File: src/rtl/pq_pkg.sv
// Shared types for the priority-queue demonstrator: FSM states, queue entry and LFSR step.
package pq_pkg;

  typedef enum logic [2:0] {
    IDLE,
    START,
    ADD,
    REMOVE,
    DISPLAY
  } state_t;

  typedef struct packed {
    logic [7:0] key;
    logic [7:0] payload;
  } entry_t;

  // x^16 + x^14 + x^13 + x^11 + 1 -> state bits 15, 13, 12, 10
  localparam logic [15:0] LFSR_TAPS = 16'hB400;

  function automatic logic [15:0] lfsr_next(input logic [15:0] s);
    return {s[14:0], ^(s & LFSR_TAPS)};
  endfunction

endpackage

File: src/rtl/pq_sorted_array.sv
// Sorted shift-register priority queue, smallest key at slot 0; push and pop each take one cycle.
// Pushes at full and pops at empty are dropped; clear wins over pop, pop wins over push.
module pq_sorted_array
  import pq_pkg::*;
#(
  parameter int DEPTH = 16
) (
  input  logic   clk,
  input  logic   rst,
  input  logic   clear,
  input  logic   push,
  input  entry_t push_data,
  input  logic   pop,
  output entry_t head,
  output logic   full,
  output logic   empty
);

  localparam int CW = $clog2(DEPTH + 1);

  entry_t          mem [DEPTH];
  logic [CW-1:0]   count;
  logic [DEPTH-1:0] stay;

  // Occupied slots whose key is <= the new key keep their place, so equal keys stay in arrival order.
  always_comb begin
    stay = '0;
    for (int i = 0; i < DEPTH; i++) begin
      stay[i] = (CW'(i) < count) && (mem[i].key <= push_data.key);
    end
  end

  always_ff @(posedge clk or negedge rst) begin
    if (!rst) begin
      count <= '0;
      for (int i = 0; i < DEPTH; i++) begin
        mem[i] <= '0;
      end
    end else if (clear) begin
      count <= '0;
    end else if (pop && !empty) begin
      for (int i = 0; i < DEPTH - 1; i++) begin
        mem[i] <= mem[i+1];
      end
      count <= count - CW'(1);
    end else if (push && !full) begin
      if (!stay[0]) begin
        mem[0] <= push_data;
      end
      for (int i = 1; i < DEPTH; i++) begin
        if (!stay[i]) begin
          mem[i] <= stay[i-1] ? push_data : mem[i-1];
        end
      end
      count <= count + CW'(1);
    end
  end

  assign head  = mem[0];
  assign full  = (count == CW'(DEPTH));
  assign empty = (count == '0);

endmodule

File: src/rtl/high_level_pq.sv
// Self-running demo: fills the queue from an LFSR, then shows each item in priority order for DISPLAY_CYCLES.
// A run always completes once started; start is only looked at in IDLE.
module high_level_pq
  import pq_pkg::*;
#(
  parameter int          DEPTH          = 16,
  parameter int          DISPLAY_CYCLES = 640,
  parameter logic [15:0] LFSR_SEED      = 16'hACE1
) (
  input  logic       clk,
  input  logic       rst,
  input  logic       start,
  output logic [7:0] data1,
  output logic [7:0] data2,
  output logic [2:0] red,
  output logic [2:0] green,
  output logic [2:0] blue,
  output logic       sigIDLE,
  output logic       sigSTART,
  output logic       sigADD,
  output logic       sigREMOVE,
  output logic       sigDISPLAY,
  output logic       sigFULL,
  output logic       sigEMPTY
);

  // One counter serves both the fill count in ADD and the hold time in DISPLAY.
  localparam int TMAX = (DISPLAY_CYCLES > DEPTH) ? DISPLAY_CYCLES : DEPTH;
  localparam int TW   = $clog2(TMAX);
  localparam logic [TW-1:0] ADD_LAST  = TW'(DEPTH - 1);
  localparam logic [TW-1:0] DISP_LAST = TW'(DISPLAY_CYCLES - 1);

  state_t         state;
  state_t         next_state;
  logic [15:0]    lfsr;
  logic [TW-1:0]  timer;
  logic           clear;
  logic           push;
  logic           pop;
  logic           full;
  logic           empty;
  entry_t         head;

  pq_sorted_array #(
    .DEPTH(DEPTH)
  ) u_array (
    .clk       (clk),
    .rst       (rst),
    .clear     (clear),
    .push      (push),
    .push_data (entry_t'(lfsr)),
    .pop       (pop),
    .head      (head),
    .full      (full),
    .empty     (empty)
  );

  always_ff @(posedge clk or negedge rst) begin
    if (!rst) begin
      state <= IDLE;
    end else begin
      state <= next_state;
    end
  end

  always_comb begin
    next_state = state;
    clear      = 1'b0;
    push       = 1'b0;
    pop        = 1'b0;
    unique case (state)
      IDLE: begin
        if (start) begin
          next_state = START;
        end
      end
      START: begin
        clear      = 1'b1;
        next_state = ADD;
      end
      ADD: begin
        push = 1'b1;
        if (timer == ADD_LAST) begin
          next_state = REMOVE;
        end
      end
      REMOVE: begin
        pop        = 1'b1;
        next_state = DISPLAY;
      end
      DISPLAY: begin
        if (timer == DISP_LAST) begin
          next_state = empty ? IDLE : REMOVE;
        end
      end
      default: next_state = IDLE;
    endcase
  end

  always_ff @(posedge clk or negedge rst) begin
    if (!rst) begin
      timer <= '0;
    end else if (next_state != state) begin
      timer <= '0;
    end else if (state == ADD || state == DISPLAY) begin
      timer <= timer + TW'(1);
    end
  end

  // Only reset reseeds, so back-to-back runs see fresh values.
  always_ff @(posedge clk or negedge rst) begin
    if (!rst) begin
      lfsr <= LFSR_SEED;
    end else if (push) begin
      lfsr <= lfsr_next(lfsr);
    end
  end

  always_ff @(posedge clk or negedge rst) begin
    if (!rst) begin
      data1 <= '0;
      data2 <= '0;
    end else if (pop) begin
      data1 <= head.key;
      data2 <= head.payload;
    end
  end

  assign sigIDLE    = (state == IDLE);
  assign sigSTART   = (state == START);
  assign sigADD     = (state == ADD);
  assign sigREMOVE  = (state == REMOVE);
  assign sigDISPLAY = (state == DISPLAY);
  assign sigFULL    = full;
  assign sigEMPTY   = empty;

  assign red   = sigDISPLAY ? data1[7:5] : 3'b000;
  assign green = sigDISPLAY ? data1[4:2] : 3'b000;
  assign blue  = sigDISPLAY ? data2[7:5] : 3'b000;

endmodule

File: config.mk
export PLATFORM = sky130hd
export DESIGN_NAME = high_level_pq
export DESIGN_NICKNAME = d
export VERILOG_FILES = /design/src/rtl/pq_pkg.sv /design/src/rtl/pq_sorted_array.sv /design/src/rtl/high_level_pq.sv
export SDC_FILE = /design/constraint.sdc
export NUM_CORES = 1
export LEC_CHECK = 0
export ABC_AREA = 0
export BUFFER_PORTS_ARGS = -buffer_cell sky130_fd_sc_hd__buf_2
export CAP_MARGIN = 20
export CORE_MARGIN = 5
export CORE_UTILIZATION = 64
export DETAILED_ROUTE_END_ITERATION = 16
export GPL_TIMING_DRIVEN = 0
export PLACE_DENSITY = 0.81
export SYNTH_ARGS = -nofsm -noshare
export SYNTH_HDL_FRONTEND = slang
export SYNTH_SLANG_ARGS = --single-unit
File: constraint.sdc
create_clock -name clk -period 3.9 [get_ports clk]
set_clock_uncertainty 0.1 [all_clocks]
set_input_delay 0.39 -clock clk [delete_from_list [all_inputs] [get_ports clk]]
set_output_delay 0.39 -clock clk [all_outputs]
set_load 0.02 [all_outputs]
==> results.md, run 1 <==
* Cell taking the most area after synthesis: dfrtp_1
* DR vias/cell at about 7.1
* Synth-to-layout area growth at 11.9%
* Clk buf depth at 3
* WL per Instance at between 20 and 30 µm
* Max-Slew Margin vs Limit at 19.9%
* Placer Congestion at just under 1
* Worst Setup Path Type: reg -> reg
* Slew Viols, Final at 0
* Pin count of the biggest net entering global routing at 123
* Number of H-tree levels at 2
* Tot Pwr at roughly 6.8 mW
* Commonest cells after routing, fill and taps aside: dfrtp_1, nand2_1, mux2i_1, ha_1, nand3_1
* Share of synthesized area spent on multiplexers at 12.1%
* CTS tree: built
* Synth async-reset ratio at 100%
* Grt ovf at 0
* Simple-gate share of the synthesized area at 14.0%
* I/O pin count at 35
* Worst endpoint data arrival time at 4.10 ns
* Fmax at 260 MHz
* Die area at 33800 µm²
* Hold Fails Final Rpt at 0
* Initial antenna violation count at 0
* Syn nets at 2125
* HPWL Detailed at around 47000 µm
* Share of cells above drive strength 1 at 13.3%
* Critical Path, Cell by Cell: clkinvlp_4 -> buf_4 -> buf_4 -> ha_1 -> nand2_1 -> o31a_1 -> o31ai_1 -> clkbuf_1 -> o221ai_1
* Worst slew pin tran at ~1.2 ns
* Largest family of logic cells by synthesized area: compound AO/OA/AOI/OAI gates
* Worst path buffer plus inverter count at 4
* Min Tclk post-route at 3.84 ns
* Register area share after synthesis at 39.7%
* Initial DRT Pass Iterations at 6
* Critical Path RT at 4.15 ns
* Via count of the first global-routing pass at 18100
* Port buffer count at 34
* Synth Cell Area at 19300 µm²
* Clk_lat worst skew at 0.53 ns
* Pwr/cell area at 314 nW/µm²
* Min-delay worst type: in -> reg
* Post-Synth Adder-Cell Area at 8.61%
* Maximum fanout along the worst path at 10
* Cell variety after synth at 66
* CTS buffer count at 36
* Endpoints failing setup at 0
* Routed Antenna Nets at 0
* Tcrit/Tclk final at 98.5%
* Final Util at 72.8%
* CTS sink count at 306
* Endpoint class of the critical path: register
* Top FF cell, synth: dfrtp_1
* RSZ-0062 raised after global routing: no
* Total GRT Usage at roughly 39%
* DRT Wirelength at 67400 µm
* Via count at about 18000
* First-pass GRT wire length at around 100000 µm
* EDFF count, synth at 0
* Crit start category: register
* Hold WS at 0.00134 ns
* Yosys warns at 0
* Total Nets Final at between 2000 and 2500
* Initial cell density of the core at 65.0%
* Synth Area in Compound Gates at 19.1%
* Antenna cells at 0
* XOR/XNOR Fraction of Synth Area at 0.725%
* Crit path top cell by count: buf_4
* 1st-iter DRT viols at about 2300
* Synth top area share at 38.6%
* # DRC at 0
* Clock root buffer: clkbuf_16
* DIE WIDTH at 184 µm
* Post-Synthesis Cells at 1989
* Post-synthesis register bit count at between 300 and 400
* Die H at 184 µm
* P_leak at 10.8 nW
* Max-cap viol count at 0
* Syn Area/Cell at about 9.7 µm²
* Maximum vdd ir drop at 0.000329 V
* Max incr delay on CP at 0.87 ns
* Run status: finished, final reports clean
* Top cells by area, synth: dfrtp_1, mux2i_1, ha_1
* CTS clk-pin slew, worst paths at 0.06 ns
* CP top delay family: compound AO/OA/AOI/OAI gates
* Cell Rows at 63
* Slowest CP cell: dfrtp_1
* Core ar. at 29700 µm²
* Commonest non-fill, non-tap cell in the layout: dfrtp_1
stage by stage:
stage          instance area (µm²)  setup TNS (ns)  std cells  worst slack [ns]
2_1_floorplan                19300               0       1989             0.722
3_3_place_gp                 20000        -1157.29       2413             -3.44
3_5_place_dp                 20100         -155.99       2416            -0.931
4_1_cts                      21600               0       2506             0.200
5_1_grt                      21600               0       2507           0.00447
6_report                     21600               0       2507            0.0576
final cells by class:
class / count / area, µm²
Buffer: 152 / 749
Clock buffer: 54 / 1110
Clock inverter: 9 / 128
Fill cell: 2116 / 8090
Inverter: 94 / 380
Multi-Input combinational cell: 1431 / 10600
Sequential cell: 306 / 7670
Tap cell: 390 / 488
Timing Repair Buffer: 71 / 541
flip-flops by register name, summed over array words and instances, names as in the netlist:
register       count
u_array.count      5
state              3
u_array.mem      240
data2              8
lfsr              16
u_array.head      16
data1              8
timer             10
timing repair:
item	CTS	global route
hold endpoints to repair	94	0
setup buffers	32	0
endpoints found under the setup margin	256	24
gates resized for setup	7	5
hold buffers	1	0
kinds of logic (layout without fill, tap and decap cells):
| logic type | after synthesis | in the layout |
|---|---|---|
| buffers and inverters | 252 | 380 |
| multiplexers | 234 | 234 |
| adder cells (fa/ha/maj) | 133 | 133 |
| AND/OR/NAND/NOR | 583 | 583 |
| flip-flops | 306 | 306 |
| AO/OA/AOI/OAI | 465 | 465 |
| XOR/XNOR | 16 | 16 |
path summary, 6_finish.rpt:
path,start,endpoint,slack [ns],cells past startpoint
min in group asynchronous,rst,u_array.mem[16]$_DFFE_PN0P_,0.38,2
worst max-delay path,lfsr[14]$_DFFE_PN0P_,u_array.mem[239]$_DFFE_PN0P_,0.06,9
worst max register to register,lfsr[14]$_DFFE_PN0P_,u_array.mem[239]$_DFFE_PN0P_,0.06,9
worst min-delay path,start,state[0]$_DFF_PN0_,0.001,3
worst min register to register,data2[0]$_DFFE_PN0P_,data2[0]$_DFFE_PN0P_,0.38,2
max in group asynchronous,rst,lfsr[6]$_DFFE_PN1P_,1.82,4
where the power goes:
part           internal (mW)  leakage (nW)  switching, mW  total, mW
clock network           2.16         0.615           1.39       3.55
logic                0.00801          6.02         0.0630     0.0710
registers               3.18          4.20              0       3.18
worst register-to-register path, cell delays in order, from the launching register on:
cell	delay, ns
dfrtp_1	0.87
clkinvlp_4	0.19
buf_4	0.22
buf_4	0.20
ha_1	0.29
nand2_1	0.08
o31a_1	0.34
o31ai_1	0.63
clkbuf_1	0.51
o221ai_1	0.23
Yosys cell counts, drive strengths merged (29+ instances only):
cell type    n
o221ai      99
mux2i      234
nand4       29
nand3      118
inv         93
a21oi       78
buf         69
a221oi      65
o21ai       63
a211oi      38
nand2      244
dfrtp      298
clkbuf      89
o211ai      65
ha         133
nor2       125
layer usage:
layer,vias up,part of all wire (%),track usage (%)
met5,-,0,0
met4,0,8.8,28.0
met3,393,11,11.4
met2,1210,44,60.8
met1,8666,36,47.5
li1,7588,-,-
Note: power is estimated with default switching activity, not from simulation.
==> inputs of run 2 (changes only) <==
--- a/config.mk
+++ b/config.mk
@@ -9,10 +9,10 @@
 export BUFFER_PORTS_ARGS = -buffer_cell sky130_fd_sc_hd__buf_2
 export CAP_MARGIN = 20
 export CORE_MARGIN = 5
-export CORE_UTILIZATION = 64
+export CORE_UTILIZATION = 35
 export DETAILED_ROUTE_END_ITERATION = 16
 export GPL_TIMING_DRIVEN = 0
-export PLACE_DENSITY = 0.81
 export SYNTH_ARGS = -nofsm -noshare
 export SYNTH_HDL_FRONTEND = slang
+export SYNTH_HIERARCHICAL = 1
 export SYNTH_SLANG_ARGS = --single-unit
==> run 2 against run 1 <==
Clock power grew 6.5%. Sequential share of layout area is 2.6 points lower. Highest routed layer is now met5. Clock-buffer cell count rose by 2. Combinational power grew 8.6%. Sequential cell count did not move. Critical path type unchanged.
==> results.md, run 2 <==
* Cells after DPL at 2912 (was 2416)
* DRT Wirelength at 72400 µm (was 67400 µm)
* Commonest cells after routing, fill and taps aside: dfrtp_1, mux2i_1, a21oi_1, ha_1, inv_1 (was dfrtp_1, nand2_1, mux2i_1, ha_1, nand3_1)
* Max-cap viol count at 0 (unchanged)
* EDFF count, synth at 0 (unchanged)
* Die H at 251 µm (was 184 µm)
* Sequential Power Share at 45.2% (was 46.7%)
* Final Instance Count excl. Fillers at 3003 (was 2507)
* CTS sink count at 306 (unchanged)
* P_leak at 10.7 nW (was 10.8 nW)
* Slowest CP cell: clkbuf_1 (was dfrtp_1)
* Fmax at 263 MHz (was 260 MHz)
* Die area at 62900 µm² (was 33800 µm²)
* Final Util at 40.6% (was 72.8%)
* DIE WIDTH at 251 µm (was 184 µm)
* Total GRT Usage at 22.2% (was 39.4%)
* Cell Rows at 88 (was 63)
* Syn Area/Cell at 9.65 µm² (was 9.72 µm²)
* Commonest non-fill, non-tap cell in the layout: dfrtp_1 (unchanged)
* Crit start category: register (unchanged)
* Initial DRT Pass Iterations at 7 (was 6)
* DR vias/cell at 6.08 (was 7.12)
* Post-Synthesis Cells at 2103 (was 1989)
* Slew Viols, Final at 0 (unchanged)
* Initial antenna violation count at 1 (was 0)
* Worst Setup Path Type: reg -> reg (unchanged)
* CTS clk-pin slew, worst paths at 0.05 ns (was 0.06 ns)
* Placer Congestion at 0.931 (was 0.975)
* Share of cells above drive strength 1 at 18.0% (was 13.3%)
* 1st-iter DRT viols at 1933 (was 2307)
* CP top delay family: buffers and inverters (was compound AO/OA/AOI/OAI gates)
* Net Sw Power at 1.52 mW (was 1.45 mW)
* Register area share after synthesis at 37.8% (was 39.7%)
* # DRC at 0 (unchanged)
* Clk_lat worst skew at 0.56 ns (was 0.53 ns)
* Worst slew pin tran at 1.24 ns (was 1.20 ns)
* Min Tclk post-route at 3.80 ns (was 3.84 ns)
* Top FF cell, synth: dfrtp_1 (unchanged)
* Min-delay worst type: in -> async (was in -> reg)
* I/O pin count at 35 (unchanged)
* Max-Slew Margin vs Limit at 17.2% (was 19.9%)
* Most used standard cell by instance count after synthesis: dfrtp_1 (unchanged)
* Worst endpoint data arrival time at 4.15 ns (was 4.10 ns)
* Synth async-reset ratio at 100% (unchanged)
* Synth-to-layout area growth at 15.4% (was 11.9%)
* First-pass GRT wire length at 111000 µm (was 104000 µm)
* Routed Antenna Nets at 0 (unchanged)
* Total Nets Final at 2345 (was 2228)
* Clock power share at 53.7% (was 52.2%)
* Clk buf depth at 3 (unchanged)
* Pwr/cell area at 300 nW/µm² (was 314 nW/µm²)
* Core ar. at 57600 µm² (was 29700 µm²)
* WL per Instance at 24.1 µm (was 26.9 µm)
* Endpoints failing setup at 0 (unchanged)
* Area after DPL at 21700 µm² (was 20100 µm²)
* Tcrit/Tclk final at 97.5% (was 98.5%)
* Run status: finished, final reports clean (unchanged)
* Maximum vdd ir drop at 0.000268 V (was 0.000329 V)
* Clock root buffer: clkbuf_16 (unchanged)
* Via count at 18300 (was 17900)
* Tot Pwr at 7.03 mW (was 6.80 mW)
* Worst path buffer plus inverter count at 9 (was 4)
* CTS buffer count at 38 (was 36)
* Largest reg by FF count: u_array/mem (was u_array.mem)
* Final instance area at 23400 µm² (was 21600 µm²)
* Post-synthesis register bit count at 306 (unchanged)
* HPWL Detailed at 52500 µm (was 47100 µm)
* Pin count of the biggest net entering global routing at 93 (was 123)
* Setup TNS at 0 ns (unchanged)
* Multi-input logic area at 11300 µm² (was 10600 µm²)
* Synth top area share at 36.8% (was 38.6%)
* RSZ-0062 raised after global routing: no (unchanged)
* Critical Path, Cell by Cell: buf_6 -> inv_1 -> nand3_2 -> buf_2 -> inv_1 -> buf_2 -> inv_1 -> nor2_1 -> buf_6 -> buf_2 -> nand2_1 -> clkbuf_1 -> o221a_2 (was clkinvlp_4 -> buf_4 -> buf_4 -> ha_1 -> nand2_1 -> o31a_1 -> o31ai_1 -> clkbuf_1 -> o221ai_1)
* Reg area at 7680 µm² (was 7670 µm²)
* Layout fillers at 5634 (was 2116)
* Syn nets at 2239 (was 2125)
* Critical Path RT at 4.25 ns (was 4.15 ns)
* CTS tree: built (unchanged)
* Switch share at 21.7% (was 21.4%)
* Endpoint class of the critical path: register (unchanged)
* Port buffer count at 34 (unchanged)
* Antenna cells at 0 (unchanged)
* Grt ovf at 0 (unchanged)
* Hold Fails Final Rpt at 0 (unchanged)
* Max reg flops at 240 (unchanged)
* Number of H-tree levels at 2 (unchanged)
* Cell variety after synth at 85 (was 66)
* Top cells by area, synth: dfrtp_1, mux2i_1, ha_1 (unchanged)
* Initial cell density of the core at 35.2% (was 65.0%)
* Max incr delay on CP at 0.43 ns (was 0.87 ns)
* Yosys warns at 6 (was 0)
* Maximum fanout along the worst path at 10 (unchanged)
* Combinational share of power at 1.1% (was 1.0%)
* Cell taking the most area after synthesis: dfrtp_1 (unchanged)
* Synth Cell Area at 20300 µm² (was 19300 µm²)
* Cell Int Power at 5.51 mW (was 5.35 mW)
* Top cells by count, synth: dfrtp_1, mux2i_1, a21oi_1 (was dfrtp_1, nand2_1, mux2i_1)
* Via count of the first global-routing pass at 18600 (was 18100)
run 2: cell types whose count changed in the layout (fill, tap and decap cells not counted), moves of 26 or more:
cell	before	now
nor2_1	116	25
nor3_1	6	78
nand2_1	243	78
a221oi_2	38	1
and3_1	5	32
a221oi_1	27	1
clkbuf_2	0	28
o211ai_1	64	17
a21oi_1	77	143
nand3_1	118	86
mux2_2	0	70
mux2i_1	234	169
o21ai_0	35	123
inv_1	84	131
run 2: metal layers:
layer  up-vias  wire length, µm  track usage (%)
met5         -               11                0
met4         2             3610             9.43
met3       211             5270             4.15
met2       774            32600             35.1
met1      9087            30900             29.9
li1       8176                -                -
run 2: area by class of cell:
class | instances | area share [%]
multi-input combinational | 1462 | 48.2
timing repair buffer | 73 | 2.87
inverter | 140 | 2.36
tap | 765 | 4.09
clock buffer | 56 | 4.79
sequential | 306 | 32.8
clock inverter | 13 | 0.829
buffer | 188 | 4.07
run 2: cell families (layout without fill, tap and decap cells):
family | after synthesis | in the layout | synth area share [%]
AOI/OAI and AO/OA | 641 | 641 | 22.5
and+or+nand+nor | 433 | 433 | 11.3
buffers and inverters | 335 | 470 | 7.23
DFF | 306 | 306 | 37.8
muxes | 239 | 239 | 12.2
adders and majority gates | 133 | 133 | 8.20
xor gates and xnor gates | 16 | 16 | 0.728
run 2: path summary, 6_finish.rpt:
path	start	depth (start not counted)	end	slack (ns)
worst max-delay path	state[2]$_DFF_PN0_	13	u_array/mem[237]$_DFFE_PN0P_	0.1
worst min-delay path	rst	2	u_array/mem[10]$_DFFE_PN0P_	0.27
worst max register to register	state[2]$_DFF_PN0_	13	u_array/mem[237]$_DFFE_PN0P_	0.1
worst min register to register	data2[3]$_DFFE_PN0P_	1	data2[3]$_DFFE_PN0P_	0.41
max in group asynchronous	rst	4	u_array/mem[115]$_DFFE_PN0P_	2.12
min in group clk	start	4	state[0]$_DFF_PN0_	0.30
run 2: repair_timing:
action	4_1_cts	5_1_grt
pin swaps	0	2
endpoints found under the hold margin	57	0
resized for setup	27	51
buffers inserted	21	5
hold buffers	1	0
setup endpoints to repair	256	190
run 2: power groups by stage:
stage | clock (mW) | combinational [mW] | sequential (mW)
6_report | 3.78 | 0.0771 | 3.18
5_1_grt | 3.97 | 0.0919 | 3.17
4_1_cts | 3.83 | 0.0815 | 3.18
3_5_place_dp | 0 | 0.0805 | 3.23
3_3_place_gp | 0 | 0.0665 | 3.23
2_1_floorplan | 0 | 0.000151 | 3.23
run 2: per-stage QoR:
step           hold slack, ns  setup slack (ns)
6_report                0.266            0.0964
5_1_grt                 0.285           0.00109
4_1_cts                 0.279           0.00833
3_5_place_dp            0.280            -0.929
3_3_place_gp            0.390             -3.65
2_1_floorplan        -0.00559             0.513
